--- config.mk ---
export PLATFORM = sky130hd
export DESIGN_NAME = issue_buffer
export DESIGN_NICKNAME = d
export VERILOG_FILES = /design/src/rtl/issue_buffer_pkg.sv /design/src/rtl/issue_buffer.sv
export SDC_FILE = /design/constraint.sdc
export NUM_CORES = 2
export LEC_CHECK = 0
export CELL_PAD_IN_SITES_DETAIL_PLACEMENT = 0
export CELL_PAD_IN_SITES_GLOBAL_PLACEMENT = 1
export CORE_AREA = 8 8 393 395
export DETAILED_ROUTE_END_ITERATION = 6
export DIE_AREA = 0 0 401 403
export DONT_BUFFER_PORTS = 1
export GPL_ROUTABILITY_DRIVEN = 1
export GPL_TIMING_DRIVEN = 0
export PLACE_DENSITY_LB_ADDON = 0.1
export SYNTH_ARGS = -nofsm -noshare
export SYNTH_HDL_FRONTEND = slang
export SYNTH_SLANG_ARGS = --single-unit
--- constraint.sdc ---
create_clock -name CLK -period 42.2 [get_ports CLK]
set_input_delay 4.22 -clock CLK [delete_from_list [all_inputs] [get_ports CLK]]
set_output_delay 4.22 -clock CLK [all_outputs]
set_load 0.03 [all_outputs]
--- src/rtl/issue_buffer_pkg.sv ---
// Shared core constants for issue buffers: per-class depths, rename width and entry-width helper.
// Also holds the per-slot update selector used by the compaction network.
package issue_buffer_pkg;

    localparam int RNBIT             = 6;
    localparam int PC_W              = 32;
    localparam int IMM_W             = 32;
    localparam int SHIFT_OP_FLAGS    = 118;
    localparam int SHIFT_ISSUE_DEPTH = 4;

    typedef enum logic [1:0] {
        SEL_HOLD  = 2'd0,
        SEL_SHIFT = 2'd1,
        SEL_PUSH  = 2'd2
    } slot_sel_e;

    // Entry = op flags + pc + imm + renamed rd/rs1/rs2.
    function automatic int issue_entry_width(input int op_flags);
        return op_flags + PC_W + IMM_W + 3 * RNBIT;
    endfunction

endpackage

--- src/rtl/issue_buffer.sv ---
// Oldest-first compacted reservation buffer: one push at the tail and one pop from any
// slot per cycle; survivors shift down so slot 0 is always the oldest entry.
module issue_buffer
    import issue_buffer_pkg::*;
#(
    parameter int DW = issue_entry_width(SHIFT_OP_FLAGS),
    parameter int DP = SHIFT_ISSUE_DEPTH
) (
    input  logic                  CLK,
    input  logic                  RST,
    input  logic                  push,
    input  logic [DW-1:0]         push_data,
    input  logic                  pop,
    input  logic [$clog2(DP)-1:0] pop_index,
    input  logic                  flush,
    output logic                  full,
    output logic                  empty,
    output logic [$clog2(DP):0]   count,
    output logic [DP-1:0]         valid_qout,
    output logic [DW*DP-1:0]      info_qout
);

    localparam int PW = $clog2(DP);
    localparam int CW = PW + 1;
    localparam logic [CW-1:0] FULL_CNT = CW'(DP);

    logic [CW-1:0] r_count;
    logic [CW-1:0] w_count_next;
    logic [CW-1:0] w_wr_idx;
    logic [DP-1:0] w_valid;
    logic          w_full;
    logic          w_pop_eff;
    logic          w_push_eff;

    assign w_full     = (r_count == FULL_CNT);
    assign w_pop_eff  = pop & w_valid[pop_index];
    // A simultaneous pop frees a slot, so a push is accepted even when full.
    assign w_push_eff = push & (~w_full | w_pop_eff);
    assign w_wr_idx   = w_pop_eff ? (r_count - CW'(1)) : r_count;

    always_comb begin
        w_count_next = r_count;
        if (flush) begin
            w_count_next = '0;
        end else if (w_push_eff && !w_pop_eff) begin
            w_count_next = r_count + CW'(1);
        end else if (!w_push_eff && w_pop_eff) begin
            w_count_next = r_count - CW'(1);
        end
    end

    always_ff @(posedge CLK or posedge RST) begin
        if (RST) begin
            r_count <= '0;
        end else begin
            r_count <= w_count_next;
        end
    end

    for (genvar gi = 0; gi < DP; gi++) begin : g_slot
        logic [DW-1:0] r_slot;
        logic [DW-1:0] w_above;
        slot_sel_e     w_sel;

        assign w_valid[gi] = (CW'(gi) < r_count);

        // The top slot has nothing above it; a pop leaves it stale but invalid.
        if (gi < DP - 1) begin : g_shift
            assign w_above = info_qout[DW*(gi+1) +: DW];
        end else begin : g_top
            assign w_above = r_slot;
        end

        always_comb begin
            w_sel = SEL_HOLD;
            if (!flush) begin
                if (w_push_eff && (w_wr_idx == CW'(gi))) begin
                    w_sel = SEL_PUSH;
                end else if (w_pop_eff && (PW'(gi) >= pop_index)) begin
                    w_sel = SEL_SHIFT;
                end
            end
        end

        always_ff @(posedge CLK or posedge RST) begin
            if (RST) begin
                r_slot <= '0;
            end else begin
                case (w_sel)
                    SEL_PUSH:  r_slot <= push_data;
                    SEL_SHIFT: r_slot <= w_above;
                    default:   r_slot <= r_slot;
                endcase
            end
        end

        assign info_qout[DW*gi +: DW] = r_slot;
    end

    assign full       = w_full;
    assign empty      = (r_count == '0);
    assign count      = r_count;
    assign valid_qout = w_valid;

endmodule
# After elaboration in Yosys (flattened, before gate mapping)

Cells that the tools add are included.

Register bits after elaboration: 803

Bitwise logic cells: 4
Reduce and logical (&&, ||, !) cells: 18
Order comparisons: 9
Muxes and demuxes: 21
Eq/ne operators: 11
Add/subtract/negate cells: 2

Operators with widths:

| cell                                                             | number |
|---|---|
| one-hot mux 200 bit (2 select lines)                             | 3 |
| 2-to-1 mux 2 bit                                                 | 8 |
| 2-to-1 mux 3 bit                                                 | 4 |
| logical AND 1 bit                                                | 10 |
| equality test 2 bit, second input constant                       | 4 |
| equality test 2 x 1 -> 1 bit, second input constant              | 3 |
| equality test 3 x 2 -> 1 bit, second input constant              | 2 |
| zero test 3 bit                                                  | 2 |
| less-than comparator 1 x 3 -> 1 bit, first input constant        | 2 |
| less-than comparator 2 x 3 -> 1 bit, first input constant        | 2 |
| nonzero test 2 bit                                               | 3 |
| 2-to-1 mux 1 bit                                                 | 5 |
| greater-or-equal comparator 1 x 2 -> 1 bit, first input constant | 2 |
| greater-or-equal comparator 2 bit, first input constant          | 2 |
| adder 3 x 1 -> 3 bit, second input constant                      | 1 |
| equality test 3 x 1 -> 1 bit, second input constant              | 1 |
| equality test 3 bit, second input constant                       | 1 |
| less-than comparator 2 x 3 -> 1 bit, second input constant       | 1 |
| nonzero test 3 bit                                               | 1 |
| subtractor 3 x 1 -> 3 bit, second input constant                 | 1 |
| bitwise AND 1 bit                                                | 2 |
| binary-select mux 1 bit (select 2 bit)                           | 1 |
| zero test 1 bit                                                  | 2 |
| inverter 1 bit                                                   | 1 |
| bitwise OR 1 bit                                                 | 1 |

# Logic depth before layout (Yosys ltp)

Depth after elaboration: 11
Depth in mapped cells: 13
Depth with buffers taken out: 9

# Least setup slack after synthesis

No wires, ideal clock.

Path kind: input to register
Start: input pop_index[0]
End: register g_slot[1].r_slot[10]
Slack: 35.310 ns
Required time: 42.067 ns
Stages on the path: 11
Library setup time: 0.133 ns
Arrival: 6.757 ns
Cell sequence: a2bb2oi_1 -> o221ai_4 -> buf_2 -> or2_2 -> a311oi_1 -> ha_1 -> clkbuf_1 -> buf_2 -> clkbuf_1 -> mux2i_1 -> o21ai_0

Longest elaborated chain between the ends: 10
Elaborated cells between the ends (all ways): 17
Those cells by class: 1 x order compare; 3 x eq/ne; 7 x mux; 3 x bitwise; 3 x reduce/logical

RTL lines:

| what                                                                       | RTL line                               | text |
|---|---|---|
| start: declaration                                                         | issue_buffer.sv:14                     | `input logic [$clog2(DP)-1:0] pop_index,` |
| binary-select mux 1 bit (select 2 bit)                                     | issue_buffer.sv:36                     | `assign w_pop_eff = pop & w_valid[pop_index];` |
| 2-to-1 mux 1 bit (implied by the code)                                     | issue_buffer.sv:36                     |  |
| bitwise AND 1 bit                                                          | issue_buffer.sv:36                     |  |
| 2-to-1 mux 3 bit or bitwise OR 1 bit (tied branches)                       | issue_buffer.sv:39, issue_buffer.sv:38 |  |
| equality test 3 x 1 -> 1 bit or bitwise AND 1 bit (tied branches)          | issue_buffer.sv:77, issue_buffer.sv:38 |  |
| logical AND 1 bit                                                          | issue_buffer.sv:77                     | `if (w_push_eff && (w_wr_idx == CW'(gi))) begin` |
| 2-to-1 mux 2 bit *                                                         | issue_buffer.sv:77                     |  |
| 2-to-1 mux 2 bit *                                                         | issue_buffer.sv:76                     | `if (!flush) begin` |
| equality test 2 x 1 -> 1 bit or equality test 2 bit (tied branches)        | issue_buffer.sv:89                     | `case (w_sel)` |
| one-hot mux 200 bit (2 select lines) or nonzero test 2 bit (tied branches) | n/a                                    |  |
| end signal: assignment                                                     | issue_buffer.sv:90                     | `SEL_PUSH: r_slot <= push_data;` |
| end signal: assignment                                                     | issue_buffer.sv:91                     | `SEL_SHIFT: r_slot <= w_above;` |
| end signal: assignment                                                     | issue_buffer.sv:92                     | `default: r_slot <= r_slot;` |
| end: declaration                                                           | issue_buffer.sv:61                     | `logic [DW-1:0] r_slot;` |

Every way passes the cells marked *; elsewhere a longest branch is shown, timed or not. The select of a mux whose other input is x is not followed.
A chain may end at the register's enable or synchronous reset.

# Worst setup path in the final report

Start: input pop_index[1]
End: register g_slot[1].r_slot[61]

Same word-level chain as after synthesis.

==> results.yml <==
synth:
  netlist_top_cells_count: "dfrtp_1, mux2i_1, nand2_1"
  syn_nets: 3312
  synthXorXnorAreaFrac_pct: 0.0243
  ys.flop_type: "dfrtp_1"
  synth-async-reset-ratio_pct: 100
  synth_compound_area_share_pct: 8.70
  yosys.area.top_type_share_pct: 55.7
  syn_inst: 3096
  yosysWarnings: 0
  ys_seq_area_share_pct: 55.7
  ys_types: 41
  muxShareOfSynthArea_pct: 25.1
  synthTopCellsByArea: "dfrtp_1, mux2i_1, o21ai_0"
  syn_area_per_cell_um2: 11.7
  yosys.area.top_type: "dfrtp_1"
  synth_fa_ha_area_share_pct: 0.312
  syn-cell-area_um2: 36100
  ys_seq_elements: 803
  synth_top_family_by_area: "multiplexers"
  synthSimpleGateAreaFrac_pct: 6.76
  synth-edff-count: 0
  yosysMostFrequentCell: "dfrtp_1"
route:
  drt_iter0_drc: 1573
  postRouteAntennaNets: 0
  drt_pre_antenna_iters: 5
  vias_per_cell: 4.85
  wl_mm: 172
  drc: 0
  num_vias: 25424
  routedWlPerCell_um: 32.8
floorplanning:
  start_util_pct: 24.3
  die_h_um: 403
  die_area_um2: 162000
  chipWidth_um: 401
  ios: 1016
  coreArea_um2: 149000
  rows: 142
setup_path:
  critPathMaxFanout: 10
  crit_required_ns: 42.78
  timing.rr.end: "g_slot[0].r_slot[68]"
  cp.buffers_inverters: 3
  startpoint_type: "input pin"
  arrival_ns: 8.87
  worstPathCellList: "or2_2 -> o221ai_4 -> a2bb2oi_1 -> or4b_1 -> ha_1 -> clkbuf_1 -> clkbuf_1 -> clkbuf_1 -> nand2_1 -> o21ai_0"
  rrSetupSlack_ns: 36.19
  critical_path.most_common_cell: "clkbuf_1"
  r2r_cells: 13
  critPathCaptureType: "flip-flop"
  critPathSlowestCell: "clkbuf_1"
  critPathMaxStageDelay_ns: 0.93
  critical_path_class: "in2reg"
  r2r-start: "count[1]"
  crit_family: "buffers and inverters"
cts:
  cts_resized: 0
  numCtsBuffers: 103
  cts_root_buf: "clkbuf_16"
  post-cts-setup-buffers: 0
  path_clk_slew_ns: 0.06
  clock_latency_ns: 0.70
  cts_tree: "built"
  ctsHoldBuffers: 0
  clockBufferDepth: 3
  htreeDepth: 3
  clock_sinks: 803
global_routing:
  grt_util_met3_pct: 9.75
  grt_pass1_wl_mm: 237
  met2_usage_pct: 35.7
  grt_start_max_net_pins: 122
  antenna_found_initial: 4
  top_usage_layer: "met2"
  grt_usage_pct: 20.4
  met1_usage_pct: 22.2
  grt_pass1_vias: 26650
  grt-ovfl-total: 0
pwr:
  power_density_nw_per_um2: 92.6
  p_seq_share_pct: 63.0
  internal-power_mw: 1.94
  pwr-share-comb_pct: 13.7
  finalPower_mw: 3.91
  peakVddDrop_mv: 0.0329
  swShare_pct: 50.4
  switchingPower_mw: 1.97
  power_frac_clock_pct: 23.4
  p_leak_nw: 17.6
job:
  cap_violations: 0
hold_path:
  hold_path.class: "reg2reg"
  hold_depth: 2
  min_to: "g_slot[0].r_slot[29]"
  min-delay-start: "g_slot[0].r_slot[29]"
timing:
  drv_slew: 0
  final.setup.tns_ns: 0
  fmax_mhz: 121
  slew_headroom_pct: 5.12
  finalClockSkew_ns: 0.0273
  fin_crit_ns: 8.29
  period_share_pct: 19.6
  tightest_slew_ns: 1.42
  setup-violations-final: 0
  hold_viol: 0
  rsz0062_at_grt: "false"
final_layout:
  nNetsFinal: 3425
  drive_gt1_share_pct: 12.8
  stdcell_area_um2: 42300
  area_growth_pct: 17.2
place:
  place_area_um2: 38700
  io_buffers: 0
  gp_congestion: 0.847
  place_hpwl_mm: 131
run_status:
  outcome: "completed"
-- per-stage QoR --
step                      hold slack (ns)  setup WS, ns  utilization, %  std cells
after floorplan                     0.659         15.43               -       3096
after global placement              0.695          4.94            25.9       5040
after detailed placement            0.697         33.00            26.1       5047
after CTS                           0.712         33.78            28.5       5239
after global routing                0.726         33.64            28.5       5241
final                               0.703         33.91            28.5       5242
-- worst max path at each step --
stage / startpoint / end / slack, ns / cells after the start
finish: pop_index[1] / g_slot[0].w_above[61] / 33.91 / 10
global route: pop_index[1] / g_slot[0].w_above[66] / 33.64 / 10
CTS: pop_index[1] / g_slot[0].w_above[61] / 33.78 / 10
detailed placement: pop_index[1] / g_slot[1].w_above[141] / 33.00 / 11
global placement: RST / g_slot[0].r_slot[85] / 4.94 / 1
floorplan: RST / count[0] / 15.43 / 1
-- cell families after synthesis --
logic type               count (synthesis)
buffers and inverters                  232
XOR/XNOR                                 1
adder cells (fa/ha/maj)                  9
flip-flops                             803
AO/OA/AOI/OAI                          616
multiplexers                           805
AND/OR/NAND/NOR                        630
-- cell type report --
class / count / area, µm²
multi-input cells: 2061 / 14800
diodes: 2 / 5.00
plain buffers: 228 / 1220
well taps: 1944 / 2430
clock inverters: 34 / 438
clock buffers: 158 / 3100
inverters: 4 / 27.5
fillers: 15289 / 106000
repair buffers: 8 / 208
flip-flops and latches: 803 / 20100
-- worst min-delay path, cell delays in order, from the launching register on --
cell and delay, ns:
dfrtp_1 0.52, nand2_1 0.08, o21ai_0 0.07
-- layer usage --
layer  share of wire, %  vias to the layer above
met4                2.5                        2
li1                   -                    10986
met1                 37                    13279
met5             0.0076                        -
met2                 50                      996
met3                 11                      161
-- sequential cells by signal, indices dropped and copies added (netlist names) --
register and count:
g_slot.r_slot 200, count 3, g_slot.w_above 600
-- cells in the final DEF, fill, tap and decap left out, types with 2 or more instances in the layout --
cell	Yosys	routed
mux2i_1	604	604
nand4b_1	2	2
buf_2	9	9
diode_2	0	2
clkinv_2	0	18
inv_1	3	2
nor3b_1	2	2
clkbuf_1	160	181
or4_1	2	2
clkbuf_16	0	104
or2_2	2	2
nand2b_1	2	2
buf_16	0	7
clkinvlp_4	0	2
buf_12	20	20
a2bb2oi_1	2	2
nor4b_1	2	2
buf_6	3	3
clkbuf_2	0	4
a21oi_1	2	2
ha_1	9	9
clkbuf_8	0	29
bufinv_16	0	6
a221oi_1	2	2
buf_1	35	35
clkinv_16	0	3
o21bai_1	2	2
o21ai_0	601	601
nand2_1	604	604
nor2_1	7	7
dfrtp_1	803	803
inv_6	1	2
mux2_4	200	200
clkinv_4	0	2
-- power groups by stage --
stage | Clock, mW | Combinational, mW | Sequential [mW]
after global placement | 0 | 0.522 | 2.50
after CTS | 0.946 | 0.545 | 2.49
final | 0.915 | 0.535 | 2.46
after floorplan | 0 | 0.429 | 2.12
after global routing | 0.978 | 0.611 | 2.52
after detailed placement | 0 | 0.543 | 2.50
Power figures use the tool's default switching activity.
